`config.mk`:
```
export PLATFORM = sky130hd
export DESIGN_NAME = sad_window_feeder
export DESIGN_NICKNAME = d
export VERILOG_FILES = /design/src/rtl/sad_window_feeder.sv
export SDC_FILE = /design/constraint.sdc
export NUM_CORES = 1
export LEC_CHECK = 0
export CAP_MARGIN = 20
export CORE_UTILIZATION = 45
export DETAILED_ROUTE_END_ITERATION = 16
export SYNTH_ARGS = -nofsm -noshare
export SYNTH_HDL_FRONTEND = slang
export SYNTH_SLANG_ARGS = --single-unit
```
`constraint.sdc`:
```
create_clock -name Clk -period 3.77 [get_ports Clk]
set_input_delay 1.131 -clock Clk [delete_from_list [all_inputs] [get_ports Clk]]
set_output_delay 1.131 -clock Clk [all_outputs]
set_load 0.01 [all_outputs]
```
`src/rtl/sad_window_feeder.sv`:
```
// Template/candidate feeder for the 17-phase SAD accumulator, with winner-take-all tracking.
// Optional macro WTA_TIE_LAST_EN: ties go to the highest candidate index instead of the lowest.
module sad_window_feeder #(
  parameter int FRAME_LEN = 17,
  parameter int BLK       = 16,
  parameter int IDX_W     = 8
) (
  input  logic             Clk,
  input  logic             RstN,
  input  logic             Tpl_We,
  input  logic [3:0]       Tpl_Addr,
  input  logic [7:0]       Tpl_Data,
  input  logic             Start,
  input  logic [IDX_W-1:0] Num_Cand,
  input  logic             Cand_Valid,
  input  logic [7:0]       Cand_Data,
  output logic             Cand_Ready,
  output logic [7:0]       X,
  output logic [7:0]       T,
  input  logic [11:0]      Dist_In,
  output logic             Busy,
  output logic             Done,
  output logic [11:0]      Best_Dist,
  output logic [IDX_W-1:0] Best_Idx
);

  localparam int PH_W = $clog2(FRAME_LEN);
  localparam int BI_W = $clog2(BLK);
  localparam logic [PH_W-1:0] PH_LAST  = PH_W'(FRAME_LEN - 1);
  localparam logic [PH_W-1:0] PH_BEAT  = PH_W'(BLK - 1);
  localparam logic [BI_W:0]   FILL_END = (BI_W+1)'(BLK - 1);

  typedef enum logic [2:0] {
    S_IDLE, S_FILL, S_ALIGN, S_STREAM, S_LATCH, S_CAPTURE, S_DONE
  } state_t;

  state_t           state;
  logic [PH_W-1:0]  ph;
  logic [BI_W:0]    fill_cnt;
  logic [IDX_W-1:0] num_cand;
  logic [IDX_W-1:0] cand_idx;
  logic [7:0]       tpl      [BLK];
  logic [7:0]       cand_buf [BLK];

  logic [IDX_W-1:0] next_idx;
  logic             last_cand;
  logic             cand_accept;
  logic             better;
  logic [BI_W-1:0]  beat_next;

  assign next_idx    = cand_idx + 1'b1;
  assign last_cand   = (next_idx == num_cand);
  // The next block may start filling in the capture cycle, since streaming of the old one is over.
  assign Cand_Ready  = (state == S_FILL) || ((state == S_CAPTURE) && !last_cand);
  assign cand_accept = Cand_Valid && Cand_Ready;
  assign beat_next   = BI_W'(ph + 1'b1);

`ifdef WTA_TIE_LAST_EN
  assign better = (Dist_In <= Best_Dist);
`else
  assign better = (Dist_In < Best_Dist);
`endif

  // Template and candidate storage carry no reset: the template survives reset by design.
  always_ff @(posedge Clk) begin
    if (RstN && Tpl_We && (state == S_IDLE))
      tpl[Tpl_Addr] <= Tpl_Data;
    if (RstN && cand_accept)
      cand_buf[fill_cnt[BI_W-1:0]] <= Cand_Data;
  end

  always_ff @(posedge Clk) begin
    if (!RstN) begin
      state     <= S_IDLE;
      ph        <= '0;
      fill_cnt  <= '0;
      num_cand  <= '0;
      cand_idx  <= '0;
      X         <= '0;
      T         <= '0;
      Busy      <= 1'b0;
      Done      <= 1'b0;
      Best_Dist <= 12'hFFF;
      Best_Idx  <= '0;
    end else begin
      ph   <= (ph == PH_LAST) ? '0 : ph + 1'b1;
      Done <= 1'b0;
      X    <= '0;
      T    <= '0;
      case (state)
        S_IDLE: begin
          if (Start) begin
            Best_Dist <= 12'hFFF;
            Best_Idx  <= '0;
            num_cand  <= Num_Cand;
            cand_idx  <= '0;
            fill_cnt  <= '0;
            if (Num_Cand == '0) begin
              state <= S_DONE;
              Done  <= 1'b1;
            end else begin
              Busy  <= 1'b1;
              state <= S_FILL;
            end
          end
        end
        S_FILL: begin
          if (cand_accept) begin
            if (fill_cnt == FILL_END) begin
              fill_cnt <= '0;
              state    <= S_ALIGN;
            end else begin
              fill_cnt <= fill_cnt + 1'b1;
            end
          end
        end
        S_ALIGN: begin
          // Preload beat 0 so it is on X/T exactly when the accumulator sees ph 0.
          if (ph == PH_LAST) begin
            state <= S_STREAM;
            X     <= cand_buf[0];
            T     <= tpl[0];
          end
        end
        S_STREAM: begin
          if (ph == PH_BEAT) begin
            state <= S_LATCH;
          end else begin
            X <= cand_buf[beat_next];
            T <= tpl[beat_next];
          end
        end
        S_LATCH: state <= S_CAPTURE;
        S_CAPTURE: begin
          if (better) begin
            Best_Dist <= Dist_In;
            Best_Idx  <= cand_idx;
          end
          cand_idx <= next_idx;
          if (last_cand) begin
            state <= S_DONE;
            Done  <= 1'b1;
            Busy  <= 1'b0;
          end else begin
            state <= S_FILL;
            if (cand_accept)
              fill_cnt <= (BI_W+1)'(1);
          end
        end
        S_DONE:  state <= S_IDLE;
        default: state <= S_IDLE;
      endcase
    end
  end

endmodule

```
==> qor.yml, run 1 <==
global_routing:
  met2_usage: 0.331
  grt_util_met3: 0.0402
  antenna_found_initial: 0
  gr-total-overflow: 0
  grt_pass1_wl_um: 46200
  grt.total_usage: 0.201
  grt_pass1_vias: 7964
  grt-busiest-layer: "met2"
  grt_max_degree: 68
  met1_usage: 0.274
synth:
  synthAdderAreaFrac: 0.0179
  netlist.area_leader.share: 0.578
  synth_top_family_by_area: "multiplexers"
  yosys.area.top_type: "edfxtp_1"
  ys_warn_count: 0
  synthCells: 816
  syn_nets: 880
  synth_mux_area_frac: 0.138
  yosysSeqAreaShare: 0.679
  postSynthAreaPerCell_um2: 16.3
  synth_edf_count: 256
  synth-simple-area-share: 0.0730
  netlist-cell-type-count: 55
  syn_area_mm2: 0.0133
  synthXorXnorAreaFrac: 0.00659
  ys_seq_elements: 323
  synthArstFlopShare: 0
  ys.flop_type: "edfxtp_1"
  synthTopCellsByArea: "edfxtp_1 (58%), mux4_2 (14%), dfxtp_1 (10%)"
  synth_compound_area_frac: 0.0639
route:
  routed_via_density: 5.74
  wl_per_cell_um: 22.4
  vias: 7662
  drt_iter0_drc: 605
  first_pass_iters: 7
  totalWireLength_um: 30000
  ant_nets: 0
  drc: 0
sta:
  period_needed_ps: 3610
  rsz0062_at_grt: "false"
  final_hold_viol_count: 0
  maxSlewHeadroom: 0.296
  fin_skew_ps: 14.4
  slew_violations: 0
  worst_pin_slew_ps: 1050
  fmax_mhz: 277
  setup_viol: 0
  setup-tns-final_ps: 0
  finalCritPeriodShare: 0.959
worst_hold_path:
  hold_end: "fill_cnt[4]$_SDFFE_PN0P_"
  hold_class: "reg -> reg"
  min_from: "fill_cnt[4]$_SDFFE_PN0P_"
  holdPathStages: 2
floorplan:
  fp.coreArea_mm2: 0.0289
  start_util: 0.461
  die_h_um: 174
  fp-row-count: 62
  ios: 84
  fp.dieW_um: 174
  die_area_mm2: 0.0302
pwr:
  ir_drop_mv: 0.303
  p_leak_nw: 5.30
  power-per-cell-area_mw_per_mm2: 519
worst_setup_path:
  timing.rr.end: "cand_buf[11][0]$_DFFE_PP_"
  worst-endpoint-required_ps: 2640
  r2r_cells: 8
  crit_type: "reg -> out"
  endpoint_kind: "primary output"
  r2r_slack_ps: 530
  critPathMaxFanout: 8
  reg2reg_from: "cand_idx[0]$_SDFFE_PN0P_"
  start_kind: "register"
  worstPathArrival_ps: 2480
clock_tree:
  clkSinkCount: 323
  clk_path_buf_depth: 3
  cts.clk_slew.worst_paths_ps: 50
  cts_max_level: 2
  cts_buffers: 35
  cts_tree: "done"
  cts-root-buf: "clkbuf_16"
  clock_latency_ps: 520
  post_cts_buffers: 0
layout:
  drive_above_1_share: 0.200
  final_nets: 989
  diodes: 0
  instances_no_fill: 1336
  syn2layout_area_growth_pct: 19.5
  fill_cells: 2277
run_status:
  status: "completed"
placed_design:
  globalplace.congestion: 0.848
  dp.cells: 1272
  hpwl_um: 19100
  portBuffers: 83
run:
  cap_viol_max_count: 0
cells in the final DEF, fill, tap and decap left out, drive strengths merged, types with 17 or more instances in the layout:
cell,n
a21boi,18
a22oi,17
and3,21
buf,37
clkbuf,44
clkdlybuf4s50,82
dfxtp,67
edfxtp,256
ha,19
inv,22
mux4,80
nand2,51
nand3,19
nor2,44
nor3,22
o21ai,25
critical path, stage by stage (launching register included):
cell	delay, ps
dfxtp_2	420
nand4_4	130
or3_1	400
a2111o_1	470
nor3_4	130
o21ai_0	120
dlygate4sd2_1	300
repair_timing:
| item | in CTS | in global routing |
|---|---|---|
| setup endpoints to repair | 1 | 1 |
| hold buffers | 0 | 0 |
| gates resized for setup | 5 | 3 |
registers in the layout, indices dropped and copies added, names as in the netlist:
name	flops
Busy	1
Done	1
T	8
tpl	128
cand_idx	8
fill_cnt	5
Best_Idx	8
X	8
cand_buf	128
num_cand	8
ph	5
Best_Dist	12
state	3
through the flow:
| stage | total power, W | hold WS, ps | utilization | area (um^2) | setup WS (ps) |
|---|---|---|---|---|---|
| after floorplan | 0.00460 | 409 | - | 13300 | 667 |
| after global placement | 0.00490 | 417 | 0.510 | 14700 | 319 |
| after detailed placement | 0.00492 | 421 | 0.510 | 14700 | 210 |
| after CTS | 0.00832 | 428 | 0.550 | 15900 | 105 |
| after global routing | 0.00854 | 473 | 0.551 | 15900 | 3.86 |
| final | 0.00824 | 431 | 0.551 | 15900 | 155 |
synthesized netlist by cell type (all sizes together), types with 5 or more instances:
library cell  number
buf               15
nor3              22
xor2               5
nand2             51
dfxtp             67
a21oi             11
mux4              80
nor2b              8
xnor2              5
a22oi             17
nand2b             6
nand3             19
clkbuf            33
a21boi            18
inv               20
a211oi            15
ha                19
o211ai            12
and3              21
nor2              44
edfxtp           256
o21ai             25
cell families after synthesis:
logic type | after synthesis
AOI/OAI and AO/OA | 120
xor gates and xnor gates | 10
adders and majority gates | 19
buffers and inverters | 68
DFF | 323
muxes | 83
and+or+nand+nor | 193
final cells by class:
type / count / area (um^2) / area share
well taps: 384 / 480 / 0.0302
inverters: 20 / 75.1 / 0.00472
clock buffers: 44 / 931 / 0.0586
flip-flops and latches: 323 / 9040 / 0.569
repair buffers: 120 / 1130 / 0.0713
clock inverters: 20 / 221 / 0.0139
multi-input cells: 425 / 4010 / 0.252
power by group:
group	internal (W)	switching (W)	total (W)
Sequential	0.00390	0.0000406	0.00394
Clock	0.00204	0.00136	0.00340
Combinational	0.000384	0.000521	0.000905
Total	0.00632	0.00192	0.00824
worst max path at each step:
| stage | from | endpoint | slack (ps) | cells past startpoint |
|---|---|---|---|---|
| 2_1_floorplan | ph[0]$_SDFF_PP0_ | X[4]$_SDFF_PN0_ | 670 | 11 |
| 4_1_cts | cand_idx[2]$_SDFFE_PN0P_ | Cand_Ready | 100 | 6 |
| 3_5_place_dp | Dist_In[9] | Best_Dist[0]$_SDFFE_PN1P_ | 210 | 9 |
| 6_report | cand_idx[0]$_SDFFE_PN0P_ | Cand_Ready | 160 | 6 |
| 5_1_grt | cand_idx[0]$_SDFFE_PN0P_ | Cand_Ready | 4 | 6 |
| 3_3_place_gp | cand_idx[0]$_SDFFE_PN0P_ | Cand_Ready | 320 | 7 |
routing by layer:
layer / share of wire / wire length [um] / vias up
met5: 0 / 0 / -
met4: 0.019 / 573 / 0
met3: 0.059 / 1760 / 45
met2: 0.49 / 14600 / 253
met1: 0.43 / 13000 / 3909
li1: - / - / 3455
Power figures use the tool's default switching activity.
==> run 2, diff against run 1 <==
--- a/config.mk
+++ b/config.mk
@@ -6,7 +6,7 @@
 export NUM_CORES = 1
 export LEC_CHECK = 0
 export CAP_MARGIN = 20
-export CORE_UTILIZATION = 45
+export CORE_UTILIZATION = 40
 export DETAILED_ROUTE_END_ITERATION = 16
 export SYNTH_ARGS = -nofsm -noshare
 export SYNTH_HDL_FRONTEND = slang
==> run 2 against run 1 <==
  * Routed wire length down 0.61%
  * Cell count up 5.0%
  * Core utilization down 5.7 points
  * Total power up 2.0%
  * Cell area up 1.4%
  * Clock skew up 2.0 ps
  * Combinational power down 2.3%
  * Clock power up 5%
  * Critical path type unchanged
  * Critical endpoint unchanged
  * Largest power group unchanged
  * Highest routed layer unchanged
==> qor.yml, run 2 (same netlist as run 1, synthesis figures left out) <==
run_status:
  status: "completed"
placed_design:
  portBuffers: 83
  globalplace.congestion: 0.780
  hpwl_um: 18700
  placed_area_mm2: 0.0149
  dp_slack_ps: 285
worst_hold_path:
  min_from: "fill_cnt[4]$_SDFFE_PN0P_"
  hold_end: "fill_cnt[4]$_SDFFE_PN0P_"
  hold_class: "reg -> reg"
  holdPathStages: 2
layout:
  final_nets: 998
  final_cell_mix: "edfxtp_1 (256), clkdlybuf4s50_1 (82), mux4_2 (80), dfxtp_1 (61), nand2_1 (51)"
  final_common_cell: "edfxtp_1"
  drive_above_1_share: 0.215
  final_area_mm2: 0.0161
  syn2layout_area_growth_pct: 21.1
  fill_cells: 2729
  diodes: 0
pwr:
  ir_drop_mv: 0.279
  power-per-cell-area_mw_per_mm2: 522
  p_leak_nw: 5.38
clock_tree:
  cts_buffers: 36
  clock_latency_ps: 510
  cts_max_level: 2
  clkSinkCount: 323
  clk_path_buf_depth: 3
  cts.clk_slew.worst_paths_ps: 60
  cts_tree: "done"
  cts-root-buf: "clkbuf_16"
sta:
  timing.final.ws_setup_ps: 197
  setup-tns-final_ps: 0
  setup_viol: 0
  slew_violations: 0
  period_needed_ps: 3570
  fmax_mhz: 280
  final_hold_viol_count: 0
  rsz0062_at_grt: "false"
  hold_ws_ps: 433
  fin_skew_ps: 16.4
  maxSlewHeadroom: 0.483
  worst_pin_slew_ps: 775
  finalCritPeriodShare: 0.948
worst_setup_path:
  r2r_slack_ps: 700
  slowest_stage: "a2111o_1"
  critical-path-top-delay-family: "simple AND/OR/NAND/NOR gates"
  crit_chain: "nand4_4 -> or3_1 -> a2111o_1 -> nor3_4 -> o21ai_1 -> dlygate4sd2_1"
  critPathMaxFanout: 8
  endpoint_kind: "primary output"
  r2r_cells: 9
  worst-endpoint-required_ps: 2640
  start_kind: "register"
  crit_type: "reg -> out"
  reg2reg_from: "cand_idx[0]$_SDFFE_PN0P_"
  slowest_delay_ps: 470
  worstPathArrival_ps: 2440
  critPathBufInv: 1
  timing.rr.end: "cand_buf[15][1]$_DFFE_PP_"
route:
  drc: 0
  ant_nets: 0
  totalWireLength_um: 29800
  routed_via_density: 5.40
  first_pass_iters: 5
  wl_per_cell_um: 21.2
  vias: 7572
  drt_iter0_drc: 637
floorplan:
  die_area_mm2: 0.0340
  fp.coreArea_mm2: 0.0326
  ios: 84
  start_util: 0.408
  fp-row-count: 66
  fp.dieW_um: 184
  die_h_um: 184
global_routing:
  grt_pass1_wl_um: 45900
  antenna_found_initial: 0
  gr-total-overflow: 0
  grt_max_degree: 52
  grt.total_usage: 0.181
  grt_pass1_vias: 7758
run:
  cap_viol_max_count: 0
-- run 2: cell types whose count changed in the layout (fill, tap and decap cells not counted), moves of 2 or more --
cell	previous run	this run
clkinvlp_4	1	3
clkbuf_8	0	8
buf_4	35	43
clkinv_4	2	0
clkbuf_1	8	2
-- run 2: layout make-up --
| class | count | area [um^2] | share of cell area |
|---|---|---|---|
| tap | 442 | 553 | 0.0343 |
| clock inverter | 19 | 211 | 0.0131 |
| timing repair buffer | 128 | 1190 | 0.0740 |
| inverter | 20 | 75.1 | 0.00466 |
| sequential | 323 | 9040 | 0.561 |
| multi-input combinational | 425 | 4020 | 0.250 |
| clock buffer | 46 | 1020 | 0.0632 |
-- run 2: tightest hold or removal path, cell delays in order, from the launching register on --
cell,delay (ps)
dfxtp_1,310
nand2_1,50
a21oi_1,30
-- run 2: worst max path at each step --
stage | startpoint | end | slack (ps) | cells past startpoint
after detailed placement | cand_idx[0]$_SDFFE_PN0P_ | Cand_Ready | 280 | 7
final | cand_idx[0]$_SDFFE_PN0P_ | Cand_Ready | 200 | 6
after global placement | cand_idx[0]$_SDFFE_PN0P_ | Cand_Ready | 330 | 7
after CTS | cand_idx[0]$_SDFFE_PN0P_ | Cand_Ready | 180 | 6
after floorplan | ph[0]$_SDFF_PP0_ | X[4]$_SDFF_PN0_ | 670 | 11
after global routing | cand_idx[0]$_SDFFE_PN0P_ | Cand_Ready | 60 | 8
-- run 2: report_power, final --
group          leakage [nW]  switching (W)  internal, W  total, W
registers              2.85      0.0000604      0.00390   0.00396
logic                  1.93       0.000499     0.000384  0.000884
clock network         0.599        0.00138      0.00219   0.00357
total                  5.38        0.00194      0.00647   0.00841
-- run 2: routing by layer --
metal	vias up	routed length, um	global-route usage
met5	-	0	0
met1	3844	13500	0.253
li1	3464	-	-
met3	41	1520	0.0316
met4	0	598	0.0480
met2	223	14200	0.291
-- run 2: stage by stage --
| step | cells | utilization | power [W] |
|---|---|---|---|
| floorplan | 816 | - | 0.00460 |
| global placement | 1338 | 0.456 | 0.00491 |
| detailed placement | 1338 | 0.456 | 0.00492 |
| CTS | 1403 | 0.494 | 0.00849 |
| global route | 1403 | 0.494 | 0.00870 |
| finish | 1403 | 0.494 | 0.00841 |
-- run 2: what timing repair did --
action                                  CTS  global route
endpoints found under the setup margin    1             0
buffers inserted                          0             0
hold buffers                              0             0
resized for setup                        10             0
